$ cat src/rtl/uart_pkg.sv
// Shared constants for the wishbone FIFO UART: register map, status and
// interrupt-enable bit positions, parity mode codes, TX/RX state encodings.
package uart_pkg;

    localparam logic [1:0] ADDR_DATA = 2'd0;
    localparam logic [1:0] ADDR_STAT = 2'd1;
    localparam logic [1:0] ADDR_IER  = 2'd2;
    localparam logic [1:0] ADDR_DIV  = 2'd3;

    localparam int ST_RX_NEMPTY = 0;
    localparam int ST_RX_FULL   = 1;
    localparam int ST_TX_EMPTY  = 2;
    localparam int ST_TX_FULL   = 3;
    localparam int ST_OVERRUN   = 4;
    localparam int ST_FRAME     = 5;
    localparam int ST_PARITY    = 6;
    localparam int ST_TX_BUSY   = 7;

    localparam int IE_RX  = 0;
    localparam int IE_TX  = 1;
    localparam int IE_ERR = 2;

    localparam int PAR_NONE = 0;
    localparam int PAR_ODD  = 1;
    localparam int PAR_EVEN = 2;

    typedef enum logic [2:0] {
        TX_IDLE, TX_START, TX_DATA, TX_PAR, TX_STOP
    } tx_state_t;

    typedef enum logic [2:0] {
        RX_IDLE, RX_START, RX_DATA, RX_PAR, RX_STOP
    } rx_state_t;

    // Parity bit that makes the 9-bit word odd/even weight.
    function automatic logic par_bit(input logic [7:0] d, input int mode);
        return (mode == PAR_ODD) ? ~^d : ^d;
    endfunction

endpackage

$ cat src/rtl/uart_fifo_wb_if.sv
// Wishbone-style register bus between a master (CPU/test FSM) and the UART.
// Signals: cyc, we, 2-bit addr, 8-bit write data, 8-bit read data, interrupt.
interface uart_fifo_wb_if;

    logic       wb_cyc_i;
    logic       wb_we_i;
    logic [1:0] wb_addr_i;
    logic [7:0] wb_datw_i;
    logic [7:0] wb_datr_o;
    logic       wb_int_o;

    modport master (
        output wb_cyc_i, wb_we_i, wb_addr_i, wb_datw_i,
        input  wb_datr_o, wb_int_o
    );

    modport slave (
        input  wb_cyc_i, wb_we_i, wb_addr_i, wb_datw_i,
        output wb_datr_o, wb_int_o
    );

endinterface

$ cat src/rtl/uart_sync_fifo.sv
// Single-clock byte FIFO, depth 2**AW, combinational read of the head entry.
// Ports: clk, rst (sync high), push/wdata, pop/rdata, empty, full, count.
module uart_sync_fifo #(
    parameter int AW = 4
) (
    input  logic          clk,
    input  logic          rst,
    input  logic          push,
    input  logic [7:0]    wdata,
    input  logic          pop,
    output logic [7:0]    rdata,
    output logic          empty,
    output logic          full,
    output logic [AW:0]   count
);

    logic [7:0]  mem [2**AW];
    logic [AW:0] wptr;
    logic [AW:0] rptr;
    logic        do_push;
    logic        do_pop;

    assign empty = (wptr == rptr);
    assign full  = (wptr[AW] != rptr[AW]) &&
                   (wptr[AW-1:0] == rptr[AW-1:0]);

    // A pop frees a slot in the same cycle, so a full FIFO still
    // accepts a simultaneous push; an empty one cannot pop.
    assign do_pop  = pop & ~empty;
    assign do_push = push & (~full | do_pop);

    assign rdata = mem[rptr[AW-1:0]];
    assign count = wptr - rptr;

    always_ff @(posedge clk) begin
        if (rst) begin
            wptr <= '0;
            rptr <= '0;
        end else begin
            if (do_push) wptr <= wptr + 1'b1;
            if (do_pop)  rptr <= rptr + 1'b1;
        end
    end

    always_ff @(posedge clk) begin
        if (do_push) mem[wptr[AW-1:0]] <= wdata;
    end

endmodule

$ cat src/rtl/uart_fifo_wb.sv
// 8-bit UART with run-time baud divider, RX/TX FIFOs, optional parity,
// sticky error flags and masked interrupt behind a 4-register bus.
// Ports: wb_clk_i, rst_i (sync high), wb (bus slave), uart_rx, uart_tx,
// uart_cts_i, uart_rts_o. Optional macro UART_HW_FLOW_EN adds CTS/RTS.
module uart_fifo_wb
    import uart_pkg::*;
#(
    parameter int FIFO_AW = 4,
    parameter int DIV_RST = 26,
    parameter int PARITY  = 0
) (
    input  logic           wb_clk_i,
    input  logic           rst_i,
    uart_fifo_wb_if.slave  wb,
    input  logic           uart_rx,
    output logic           uart_tx,
    input  logic           uart_cts_i,
    output logic           uart_rts_o
);

    localparam int   DEPTH   = 2**FIFO_AW;
    localparam logic HAS_PAR = (PARITY != PAR_NONE);

    logic         cyc_q;
    logic         strobe;
    logic         wr;
    logic         rd;
    logic         stat_rd;
    logic         div_wr;
    logic [7:0]   datr_q;
    logic [7:0]   rd_data;
    logic [7:0]   status;
    logic         irq_q;
    logic [2:0]   ier;
    logic [2:0]   irq_cond;
    logic [7:0]   div;
    logic         overrun;
    logic         frame_err;
    logic         parity_err;
    logic         ovr_set;
    logic         fe_set;
    logic         pe_set;
    logic         cts_ok;

    logic [7:0]   tick_cnt;
    logic         tick;

    logic         tx_push;
    logic         tx_pop;
    logic         tx_empty;
    logic         tx_full;
    logic [7:0]   tx_rdata;
    logic [FIFO_AW:0] tx_count;

    logic         rx_push;
    logic         rx_pop;
    logic         rx_empty;
    logic         rx_full;
    logic [7:0]   rx_rdata;
    logic [FIFO_AW:0] rx_count;

    tx_state_t    tx_state;
    tx_state_t    tx_state_nxt;
    logic [3:0]   tx_tcnt;
    logic [3:0]   tx_tcnt_nxt;
    logic [2:0]   tx_bit;
    logic [2:0]   tx_bit_nxt;
    logic [7:0]   tx_sh;
    logic [7:0]   tx_sh_nxt;
    logic         tx_par;
    logic         tx_par_nxt;
    logic         tx_line_nxt;
    logic         tx_bit_end;

    rx_state_t    rx_state;
    rx_state_t    rx_state_nxt;
    logic [3:0]   rx_tcnt;
    logic [3:0]   rx_tcnt_nxt;
    logic [2:0]   rx_bit;
    logic [2:0]   rx_bit_nxt;
    logic [7:0]   rx_sh;
    logic [7:0]   rx_sh_nxt;
    logic         rx_s1;
    logic         rx_sync;
    logic         rx_prev;
    logic         rx_mid;

    // ---------------- bus decode ----------------
    assign strobe  = wb.wb_cyc_i & ~cyc_q;
    assign wr      = strobe & wb.wb_we_i;
    assign rd      = strobe & ~wb.wb_we_i;
    assign tx_push = wr && (wb.wb_addr_i == ADDR_DATA);
    assign rx_pop  = rd && (wb.wb_addr_i == ADDR_DATA);
    assign stat_rd = rd && (wb.wb_addr_i == ADDR_STAT);
    assign div_wr  = wr && (wb.wb_addr_i == ADDR_DIV);

    assign wb.wb_datr_o = datr_q;
    assign wb.wb_int_o  = irq_q;

    always_comb begin
        status               = '0;
        status[ST_RX_NEMPTY] = ~rx_empty;
        status[ST_RX_FULL]   = rx_full;
        status[ST_TX_EMPTY]  = tx_empty;
        status[ST_TX_FULL]   = tx_full;
        status[ST_OVERRUN]   = overrun;
        status[ST_FRAME]     = frame_err;
        status[ST_PARITY]    = parity_err;
        status[ST_TX_BUSY]   = (tx_state != TX_IDLE);
    end

    always_comb begin
        rd_data = '0;
        unique case (wb.wb_addr_i)
            ADDR_DATA: rd_data = rx_empty ? 8'h00 : rx_rdata;
            ADDR_STAT: rd_data = status;
            ADDR_IER:  rd_data = {5'b0, ier};
            ADDR_DIV:  rd_data = div;
            default:   rd_data = '0;
        endcase
    end

    assign irq_cond[IE_RX]  = ~rx_empty;
    assign irq_cond[IE_TX]  = tx_empty;
    assign irq_cond[IE_ERR] = overrun | frame_err | parity_err;

    // A full RX FIFO being read in the same cycle still takes the byte.
    assign ovr_set = rx_push & rx_full & ~rx_pop;

    always_ff @(posedge wb_clk_i) begin
        if (rst_i) begin
            cyc_q      <= 1'b0;
            datr_q     <= '0;
            irq_q      <= 1'b0;
            ier        <= '0;
            div        <= 8'(DIV_RST);
            overrun    <= 1'b0;
            frame_err  <= 1'b0;
            parity_err <= 1'b0;
        end else begin
            cyc_q <= wb.wb_cyc_i;
            if (rd) datr_q <= rd_data;
            if (wr && (wb.wb_addr_i == ADDR_IER)) ier <= wb.wb_datw_i[2:0];
            if (div_wr) div <= wb.wb_datw_i;
            // New event beats the clearing read.
            overrun    <= (overrun & ~stat_rd) | ovr_set;
            frame_err  <= (frame_err & ~stat_rd) | fe_set;
            parity_err <= (parity_err & ~stat_rd) | pe_set;
            irq_q      <= |(ier & irq_cond);
        end
    end

    // ---------------- 16x tick ----------------
    assign tick = (tick_cnt == div);

    always_ff @(posedge wb_clk_i) begin
        if (rst_i) tick_cnt <= '0;
        else if (div_wr || tick) tick_cnt <= '0;
        else tick_cnt <= tick_cnt + 8'd1;
    end

    // ---------------- FIFOs ----------------
    uart_sync_fifo #(.AW(FIFO_AW)) u_tx_fifo (
        .clk   (wb_clk_i),
        .rst   (rst_i),
        .push  (tx_push),
        .wdata (wb.wb_datw_i),
        .pop   (tx_pop),
        .rdata (tx_rdata),
        .empty (tx_empty),
        .full  (tx_full),
        .count (tx_count)
    );

    uart_sync_fifo #(.AW(FIFO_AW)) u_rx_fifo (
        .clk   (wb_clk_i),
        .rst   (rst_i),
        .push  (rx_push),
        .wdata (rx_sh),
        .pop   (rx_pop),
        .rdata (rx_rdata),
        .empty (rx_empty),
        .full  (rx_full),
        .count (rx_count)
    );

    // ---------------- flow control ----------------
`ifdef UART_HW_FLOW_EN
    logic cts_s1;
    logic cts_s2;

    always_ff @(posedge wb_clk_i) begin
        if (rst_i) begin
            cts_s1 <= 1'b0;
            cts_s2 <= 1'b0;
        end else begin
            cts_s1 <= uart_cts_i;
            cts_s2 <= cts_s1;
        end
    end

    assign cts_ok     = cts_s2;
    assign uart_rts_o = (rx_count < (FIFO_AW+1)'(DEPTH - 2));
`else
    logic unused_flow;
    assign unused_flow = uart_cts_i ^ (^rx_count);
    assign cts_ok      = 1'b1;
    assign uart_rts_o  = 1'b1;
`endif

    logic unused_tx_count;
    assign unused_tx_count = ^tx_count;

    // ---------------- TX FSM ----------------
    assign tx_bit_end = tick && (tx_tcnt == 4'd15);

    always_ff @(posedge wb_clk_i) begin
        if (rst_i) begin
            tx_state <= TX_IDLE;
            tx_tcnt  <= '0;
            tx_bit   <= '0;
            tx_sh    <= '0;
            tx_par   <= 1'b0;
            uart_tx  <= 1'b1;
        end else begin
            tx_state <= tx_state_nxt;
            tx_tcnt  <= tx_tcnt_nxt;
            tx_bit   <= tx_bit_nxt;
            tx_sh    <= tx_sh_nxt;
            tx_par   <= tx_par_nxt;
            uart_tx  <= tx_line_nxt;
        end
    end

    always_comb begin
        tx_state_nxt = tx_state;
        tx_tcnt_nxt  = tx_tcnt;
        tx_bit_nxt   = tx_bit;
        tx_sh_nxt    = tx_sh;
        tx_par_nxt   = tx_par;
        tx_pop       = 1'b0;
        if (tick && (tx_state != TX_IDLE)) tx_tcnt_nxt = tx_tcnt + 4'd1;
        unique case (tx_state)
            TX_IDLE: begin
                if (tick && !tx_empty && cts_ok) begin
                    tx_state_nxt = TX_START;
                    tx_tcnt_nxt  = '0;
                    tx_sh_nxt    = tx_rdata;
                    tx_par_nxt   = par_bit(tx_rdata, PARITY);
                    tx_pop       = 1'b1;
                end
            end
            TX_START: begin
                if (tx_bit_end) begin
                    tx_state_nxt = TX_DATA;
                    tx_bit_nxt   = '0;
                end
            end
            TX_DATA: begin
                if (tx_bit_end) begin
                    tx_sh_nxt = {1'b0, tx_sh[7:1]};
                    if (tx_bit == 3'd7)
                        tx_state_nxt = HAS_PAR ? TX_PAR : TX_STOP;
                    else
                        tx_bit_nxt = tx_bit + 3'd1;
                end
            end
            TX_PAR: if (tx_bit_end) tx_state_nxt = TX_STOP;
            TX_STOP: if (tx_bit_end) tx_state_nxt = TX_IDLE;
            default: tx_state_nxt = TX_IDLE;
        endcase

        // Line level follows the next state so the pin is a clean flop.
        tx_line_nxt = 1'b1;
        unique case (tx_state_nxt)
            TX_START: tx_line_nxt = 1'b0;
            TX_DATA:  tx_line_nxt = tx_sh_nxt[0];
            TX_PAR:   tx_line_nxt = tx_par_nxt;
            default:  tx_line_nxt = 1'b1;
        endcase
    end

    // ---------------- RX FSM ----------------
    assign rx_mid = tick && (rx_tcnt == 4'd15);

    always_ff @(posedge wb_clk_i) begin
        if (rst_i) begin
            rx_s1    <= 1'b1;
            rx_sync  <= 1'b1;
            rx_prev  <= 1'b1;
            rx_state <= RX_IDLE;
            rx_tcnt  <= '0;
            rx_bit   <= '0;
            rx_sh    <= '0;
        end else begin
            rx_s1    <= uart_rx;
            rx_sync  <= rx_s1;
            rx_prev  <= rx_sync;
            rx_state <= rx_state_nxt;
            rx_tcnt  <= rx_tcnt_nxt;
            rx_bit   <= rx_bit_nxt;
            rx_sh    <= rx_sh_nxt;
        end
    end

    // Start bit is checked 8 ticks after the edge; every later sample
    // lands 16 ticks after the previous one, i.e. mid-bit.
    always_comb begin
        rx_state_nxt = rx_state;
        rx_tcnt_nxt  = rx_tcnt;
        rx_bit_nxt   = rx_bit;
        rx_sh_nxt    = rx_sh;
        rx_push      = 1'b0;
        fe_set       = 1'b0;
        pe_set       = 1'b0;
        if (tick && (rx_state != RX_IDLE)) rx_tcnt_nxt = rx_tcnt + 4'd1;
        unique case (rx_state)
            RX_IDLE: begin
                if (rx_prev && !rx_sync) begin
                    rx_state_nxt = RX_START;
                    rx_tcnt_nxt  = '0;
                end
            end
            RX_START: begin
                if (tick && (rx_tcnt == 4'd7)) begin
                    rx_tcnt_nxt  = '0;
                    rx_bit_nxt   = '0;
                    rx_state_nxt = rx_sync ? RX_IDLE : RX_DATA;
                end
            end
            RX_DATA: begin
                if (rx_mid) begin
                    rx_sh_nxt = {rx_sync, rx_sh[7:1]};
                    if (rx_bit == 3'd7)
                        rx_state_nxt = HAS_PAR ? RX_PAR : RX_STOP;
                    else
                        rx_bit_nxt = rx_bit + 3'd1;
                end
            end
            RX_PAR: begin
                if (rx_mid) begin
                    pe_set       = (rx_sync != par_bit(rx_sh, PARITY));
                    rx_state_nxt = RX_STOP;
                end
            end
            RX_STOP: begin
                if (rx_mid) begin
                    rx_push      = rx_sync;
                    fe_set       = ~rx_sync;
                    rx_state_nxt = RX_IDLE;
                end
            end
            default: rx_state_nxt = RX_IDLE;
        endcase
    end

endmodule

$ cat src/flat_wrapper.sv
// flat-port wrapper written by rule: the top's interface ports become plain ports
module uart_fifo_wb_flat import uart_pkg::*;
#(
    parameter int FIFO_AW = 4,
    parameter int DIV_RST = 26,
    parameter int PARITY  = 0
)
  (wb_clk_i, rst_i, uart_rx, uart_tx, uart_cts_i, uart_rts_o, wb_wb_cyc_i, wb_wb_we_i, wb_wb_addr_i, wb_wb_datw_i, wb_wb_datr_o, wb_wb_int_o);
  uart_fifo_wb_if wb_i ();
  input  logic wb_clk_i;
  input  logic rst_i;
  input  logic uart_rx;
  output logic uart_tx;
  input  logic uart_cts_i;
  output logic uart_rts_o;
  input wire logic [$bits(wb_i.wb_cyc_i)-1:0] wb_wb_cyc_i;
  input wire logic [$bits(wb_i.wb_we_i)-1:0] wb_wb_we_i;
  input wire logic [$bits(wb_i.wb_addr_i)-1:0] wb_wb_addr_i;
  input wire logic [$bits(wb_i.wb_datw_i)-1:0] wb_wb_datw_i;
  output wire logic [$bits(wb_i.wb_datr_o)-1:0] wb_wb_datr_o;
  output wire logic [$bits(wb_i.wb_int_o)-1:0] wb_wb_int_o;
  assign wb_i.wb_cyc_i = wb_wb_cyc_i;
  assign wb_i.wb_we_i = wb_wb_we_i;
  assign wb_i.wb_addr_i = wb_wb_addr_i;
  assign wb_i.wb_datw_i = wb_wb_datw_i;
  assign wb_wb_datr_o = wb_i.wb_datr_o;
  assign wb_wb_int_o = wb_i.wb_int_o;
  uart_fifo_wb #(.FIFO_AW(FIFO_AW), .DIV_RST(DIV_RST), .PARITY(PARITY)) u_core (.wb_clk_i(wb_clk_i), .rst_i(rst_i), .wb(wb_i), .uart_rx(uart_rx), .uart_tx(uart_tx), .uart_cts_i(uart_cts_i), .uart_rts_o(uart_rts_o));
endmodule
$ cat config.mk
export PLATFORM = sky130hd
export DESIGN_NAME = uart_fifo_wb_flat
export DESIGN_NICKNAME = d
export VERILOG_FILES = /design/src/rtl/uart_pkg.sv /design/src/rtl/uart_fifo_wb_if.sv /design/src/rtl/uart_sync_fifo.sv /design/src/rtl/uart_fifo_wb.sv /design/src/flat_wrapper.sv
export SDC_FILE = /design/constraint.sdc
export NUM_CORES = 1
export LEC_CHECK = 0
export CELL_PAD_IN_SITES_DETAIL_PLACEMENT = 0
export CELL_PAD_IN_SITES_GLOBAL_PLACEMENT = 1
export CORE_ASPECT_RATIO = 0.75
export CORE_MARGIN = 5
export CORE_UTILIZATION = 52
export DETAILED_ROUTE_END_ITERATION = 6
export GPL_TIMING_DRIVEN = 0
export HOLD_SLACK_MARGIN = 0.06
export PLACE_DENSITY_LB_ADDON = 0.1
export SLEW_MARGIN = 0
export SYNTH_ARGS = -nofsm -noshare
export SYNTH_HDL_FRONTEND = slang
export SYNTH_SLANG_ARGS = --single-unit
$ cat constraint.sdc
create_clock -name wb_clk_i -period 3.51 [get_ports wb_clk_i]
set_input_delay 0.702 -clock wb_clk_i [delete_from_list [all_inputs] [get_ports wb_clk_i]]
set_output_delay 0.702 -clock wb_clk_i [all_outputs]
set_load 0.02 [all_outputs]
; ---- Word-level counts from Yosys, hierarchy flattened
; Memory sizes are Yosys's and may differ from the RTL's. A register that Yosys moved wholly into a read port is not among the register bits.
; Cells that the tools add are included.
[totals]
ff_bits = 93
ramBits = 256
inputBits = 16
output_inout_bits = 11
word_cells = 193
mem_count = 2
[classes]
add_sub_neg = 9
n_eq_ne = 38
mux = 54
n_bitwise = 29
n_reduce_logical = 34
[mem_list]
columns = memory, depth, width, rd, rd_clocked_by_memory_dff, wr, line
row1 = u_core.u_rx_fifo.mem, 16, 8, 1, 1, 1, uart_sync_fifo.sv:17  ; logic [7:0] mem [2**AW];
row2 = u_core.u_tx_fifo.mem, 16, 8, 1, 1, 1, uart_sync_fifo.sv:17
[op_table]
columns = cell, n
row1 = 2-to-1 mux 3 bit, 18
row2 = 2-to-1 mux 4 bit, 10
row3 = one-hot mux 8 bit (4 select lines), 1
row4 = one-hot mux 3 bit (5 select lines), 2
row5 = 2-to-1 mux 8 bit, 3
row6 = adder 5 x 1 -> 5 bit (second input constant), 4
row7 = equality test 3 x 2 -> 1 bit (second input constant), 6
row8 = inequality test 2 x 1 -> 1 bit (second input constant), 9
row9 = one-hot mux 8 bit (2 select lines), 1
row10 = XOR reduction 8 bit, 2
row11 = logical AND 1 bit, 14
row12 = 2-to-1 mux 1 bit, 14
row13 = AND 1 bit, 12
row14 = equality test 3 bit (second input constant), 4
row15 = one-hot mux 3 bit (2 select lines), 2
row16 = equality test 5 bit, 2
row17 = equality test 3 x 1 -> 1 bit (second input constant), 3
row18 = NOT 1 bit, 9
row19 = adder 4 x 1 -> 4 bit (second input constant), 2
row20 = adder 8 x 1 -> 8 bit (second input constant), 1
row21 = equality test 4 bit, 2
row22 = equality test 4 bit (second input constant), 2
row23 = equality test 8 bit, 1
row24 = one-hot mux 4 bit (2 select lines), 1
row25 = 22 further kinds, 39

; ---- Longest topological paths before layout
[depth]
depth_word = 10
ltp_mapped = 11
depth_no_buf = 8

; ---- Hierarchy
; From an unflattened synthesis, not the netlist that was laid out.
[unflattened]
cells_unflattened = 1022
area_unflattened_um2 = 15155.8
[modules_own_cells]
columns = module, n_inst, cells_each, area_each_um2, seq_area_each_um2
row1 = uart_sync_fifo, 2, 298, 5662.9, 4124.0
row2 = uart_fifo_wb, 1, 426, 3829.9, 1461.4

; ---- Worst setup path before layout
; OpenSTA, ideal clock, no wires.
[synth_timing]
path_kind = input to register
startpoint = in wb_wb_we_i
endpoint = mem u_core.u_rx_fifo.mem[0][0], enable pin
setup_time_ps = 383
arrival_ps = 2892
t_required_ps = 3127
slack_ps = 235
cell_stages = 7
path_buffers = 1
cell_sequence = or3b_2 > clkbuf_1 > o31ai_1 > nor2_1 > nor4_4 > nand2_1 > nor3_1
[synth_between]
elab_chain_len = 8
[synth_lines]
columns = element, line
row1 = start: declaration, flat_wrapper.sv:17  ; input wire logic [$bits(wb_i.wb_we_i)-1:0] wb_wb_we_i;
row2 = NOT 1 bit, uart_fifo_wb.sv:91  ; assign rd = strobe & ~wb.wb_we_i;
row3 = AND 1 bit, uart_fifo_wb.sv:91
row4 = logical AND 1 bit, uart_fifo_wb.sv:93  ; assign rx_pop = rd && (wb.wb_addr_i == ADDR_DATA);
row5 = AND 1 bit, uart_sync_fifo.sv:29  ; assign do_pop = pop & ~empty;
row6 = bitwise OR 1 bit, uart_sync_fifo.sv:30  ; assign do_push = push & (~full | do_pop);
row7 = AND 1 bit, uart_sync_fifo.sv:30
row8 = 2-to-1 mux 1 bit, uart_sync_fifo.sv:46  ; if (do_push) mem[wptr[AW-1:0]] <= wdata;
row9 = 2-to-1 mux 1 bit (implied by the code), uart_sync_fifo.sv:46
row10 = end: declaration, uart_sync_fifo.sv:17
; No other way between the ends.

; ---- Final worst setup path
[layout_timing]
startpoint = reg u_core.tick_cnt[0]
endpoint = mem u_core.u_tx_fifo.mem[11][2], enable pin
[layout_between]
elab_chain_len = 9
[layout_lines]
columns = element, line
row1 = start: declaration, uart_fifo_wb.sv:45  ; logic [7:0] tick_cnt;
row2 = start signal: assignment, uart_fifo_wb.sv:159  ; else tick_cnt <= tick_cnt + 8'd1;
row3 = equality test 8 bit, uart_fifo_wb.sv:154  ; assign tick = (tick_cnt == div);
row4 = logical AND 1 bit, uart_fifo_wb.sv:245  ; if (tick && !tx_empty && cts_ok) begin
row5 = 2-to-1 mux 1 bit, uart_fifo_wb.sv:245
row6 = 2-to-1 mux 1 bit, uart_fifo_wb.sv:243  ; unique case (tx_state)
row7 = AND 1 bit, uart_sync_fifo.sv:29
row8 = bitwise OR 1 bit, uart_sync_fifo.sv:30
row9 = AND 1 bit, uart_sync_fifo.sv:30
row10 = 2-to-1 mux 1 bit, uart_sync_fifo.sv:46
row11 = 2-to-1 mux 1 bit (implied by the code), uart_sync_fifo.sv:46
row12 = end: declaration, uart_sync_fifo.sv:17
; No other way between the ends.

==> reports/qor.csv <==
metric;value;unit
DP Worst Slack;-1090;ps
Top Ports;27;
clock tree root driver cell;clkbuf_16;
outcome;finished clean;
antenna violations before repair;0;
1st-pass router iterations;5;
DIE WIDTH;205;µm
die footprint;31900;µm²
kind of critical path;flop to flop;
top-count cell post-synth;edfxtp_1;
worst slew margin relative to its limit;0.285;
Row Count;53;
source-to-sink clock delay at the later pin of the worst-skew pair;530;ps
die boundary height;156;µm
total detailed-routing wirelength;33300;µm
placed cell areas;15500;µm²
starting DRC count in detailed routing;729;
unrepaired setup endpoints after global routing;true;
class of the most critical hold timing path;flop to flop;
main flop type after synthesis;edfxtp_1;
YS warnings;0;
Max Cap Viol;0;
part of the Yosys area used for sequential elements;0.658;
number of design rule violations left after detail routing;0;
count of cell types in the netlist;59;
maximum clock rate;288;MHz
Clock Skew;20.9;ps
total congestion overflow after global routing;0;
setup-violating endpoint count in the final report;0;
Worst Setup End Kind;flop;
total count of hold-check failures in the final report;0;
initial standard-cell utilization of the core;0.527;
Critical Path Source Type;flop;
synthesized area divided by synthesized cell count;14.2;µm²
wire length of the first global-routing pass;51700;µm
Layout fillers;2205;
required time at the worst-slack endpoint;3650;ps
DP Wirelength;22600;µm
largest net degree at the start of global routing;20;
GPL Wtd Cong;0.831;
Static Leak;5.34;nW
synthesized netlist net count;1072;
clock tree from TritonCTS;yes;
fraction of the cycle the final worst path needs;0.991;
final non-filler cell area;16800;µm²
via count of the first global-routing pass;8639;
peak supply drop;0.000426;V
leading post-synthesis cells by instance count;edfxtp_1 (256), nor2_1 (114), dfxtp_1 (101), nand2_1 (57), mux2i_1 (54);
net total in the final layout;1136;
antenna diode instance count;0;
layout overhead on the synthesized area;13.7;%
cells after synthesis;1039;
count of vias placed by the detailed router;8582;
largest cells by area after synthesis;edfxtp_1 (52%), dfxtp_1 (14%), mux4_2 (6.6%);
Routed wire per std cell;22.0;µm
Max Buffers Root-to-Sink;3;
post-synthesis cell type with the largest combined area;edfxtp_1;
Port Buf Inserts;22;
Hold Buf Count CTS;0;
flip-flop and latch count after synthesis;357;
Cell Area, Synth;14800;µm²
global-route total usage across every layer;0.214;
number of synthesized flops with an enable pin;256;
Yosys top cell area share;0.521;
total clock buffers created by CTS;36;
PwrDens;505;nW/µm²
TritonCTS sink count;357;
share of post-route cells with drive strength above 1;0.157;
area inside the core boundary;28000;µm²
asr flop ratio synth;0;
min setup slack post-route;32.4;ps
slew of the pin with the lowest slew margin;1060;ps
ANT nets after route;0;
clock-pin slew on the worst setup and hold paths;60;ps
data arrival time of the critical path;3620;ps
max-slew violation count;0;
Max FO, Critical Path;8;
detailed-route vias per instance;5.67;
Period minus WS final;3480;ps
CTS H-Tree Depth;2;
[per-layer routing]
metal	wire [µm]	part of all wire	GRT usage	vias up
li1	-	-	-	4041
met1	16600	0.50	0.346	4283
met2	14100	0.42	0.301	216
met3	1990	0.060	0.0389	42
met4	571	0.017	0.0504	0
met5	0	0	0	-
[registers in the layout, indices dropped and copies added (netlist names), 4 cells and up, named ones only]
signal and cells:
u_core.div 8, u_core.rx_sh 8, u_core.rx_tcnt 4, u_core.tick_cnt 8
u_core.tx_sh 8, u_core.tx_tcnt 4, u_core.u_rx_fifo.mem 128, u_core.u_rx_fifo.rptr 5
u_core.u_rx_fifo.wptr 5, u_core.u_tx_fifo.mem 128, u_core.u_tx_fifo.rptr 5, u_core.u_tx_fifo.wptr 5
u_core.wb.wb_datr_o 8
[through the flow]
step           setup TNS (ps)  total power, mW  instances  hold WS, ps   util
3_5_place_dp           -97000             4.78       1446          398  0.553
5_1_grt                 -5050             8.75       1513          427  0.600
6_report                    0             8.47       1513          412  0.600
4_1_cts                 -9880             8.54       1509          412  0.596
2_1_floorplan               0             4.69       1039          389      -
3_3_place_gp           -94110             4.78       1446          394  0.552
[where the power goes]
group	switching [mW]	leakage [nW]	internal (mW)
logic	0.110	1.63	0.0584
registers	0.0173	3.15	4.50
clock network	1.56	0.559	2.23
[cells in the final DEF, fill, tap and decap left out, types with 27 or more instances in the layout]
cell type,synthesis,layout
clkbuf_1,31,42
clkbuf_16,0,37
nor2_1,114,100
dfxtp_1,101,101
a21oi_1,45,45
xor2_1,27,27
mux4_2,43,43
nand2_1,57,57
edfxtp_1,256,256
mux2i_1,54,54
xnor2_1,33,33
[cell type report]
class	count	area [µm²]	area share
Buffer	54	255	0.0152
Clock buffer	51	1010	0.0601
Clock inverter	12	144	0.00857
Inverter	10	37.5	0.00224
Multi-Input combinational cell	618	4880	0.291
Sequential cell	357	9710	0.579
Tap cell	385	482	0.0287
Timing Repair Buffer	26	263	0.0157
[critical path, cell delays in order (launching register included)]
cell and delay [ps]:
dfxtp_1 450, xnor2_1 150, nand4_1 260, or2_2 440, nor3_2 430, o211a_1 200, buf_2 200, nand2_1 250
nor2_1 720
[final timing paths]
path / cells after the start / from / endpoint / slack, ps
worst min register to register: 1 / u_core.rx_s1 / u_core.rx_sync / 410
worst max register to register: 8 / u_core.tick_cnt[0] / u_core.u_tx_fifo.mem[11][2] / 30
worst min-delay path: 1 / u_core.rx_s1 / u_core.rx_sync / 410
worst max-delay path: 8 / u_core.tick_cnt[0] / u_core.u_tx_fifo.mem[11][2] / 30
[logic make-up (layout without fill, tap and decap cells)]
family / count (synthesis) / count (layout) / synth area share
flops: 357 / 357 / 0.658
simple gates: 288 / 288 / 0.0936
compound gates: 132 / 132 / 0.0587
mux: 120 / 120 / 0.120
buf+inv: 64 / 153 / 0.0198
xor+xnor: 60 / 60 / 0.0356
fa+ha+maj: 17 / 17 / 0.0144
other cells: 1 / 1 / 0.000254
[repair_timing]
action | 4_1_cts | 5_1_grt
resized for setup | 14 | 16
pin swaps | 0 | 2
buffers inserted | 0 | 4
setup endpoints to repair | 152 | 176
No activity file was read; power rests on OpenSTA's default activity.
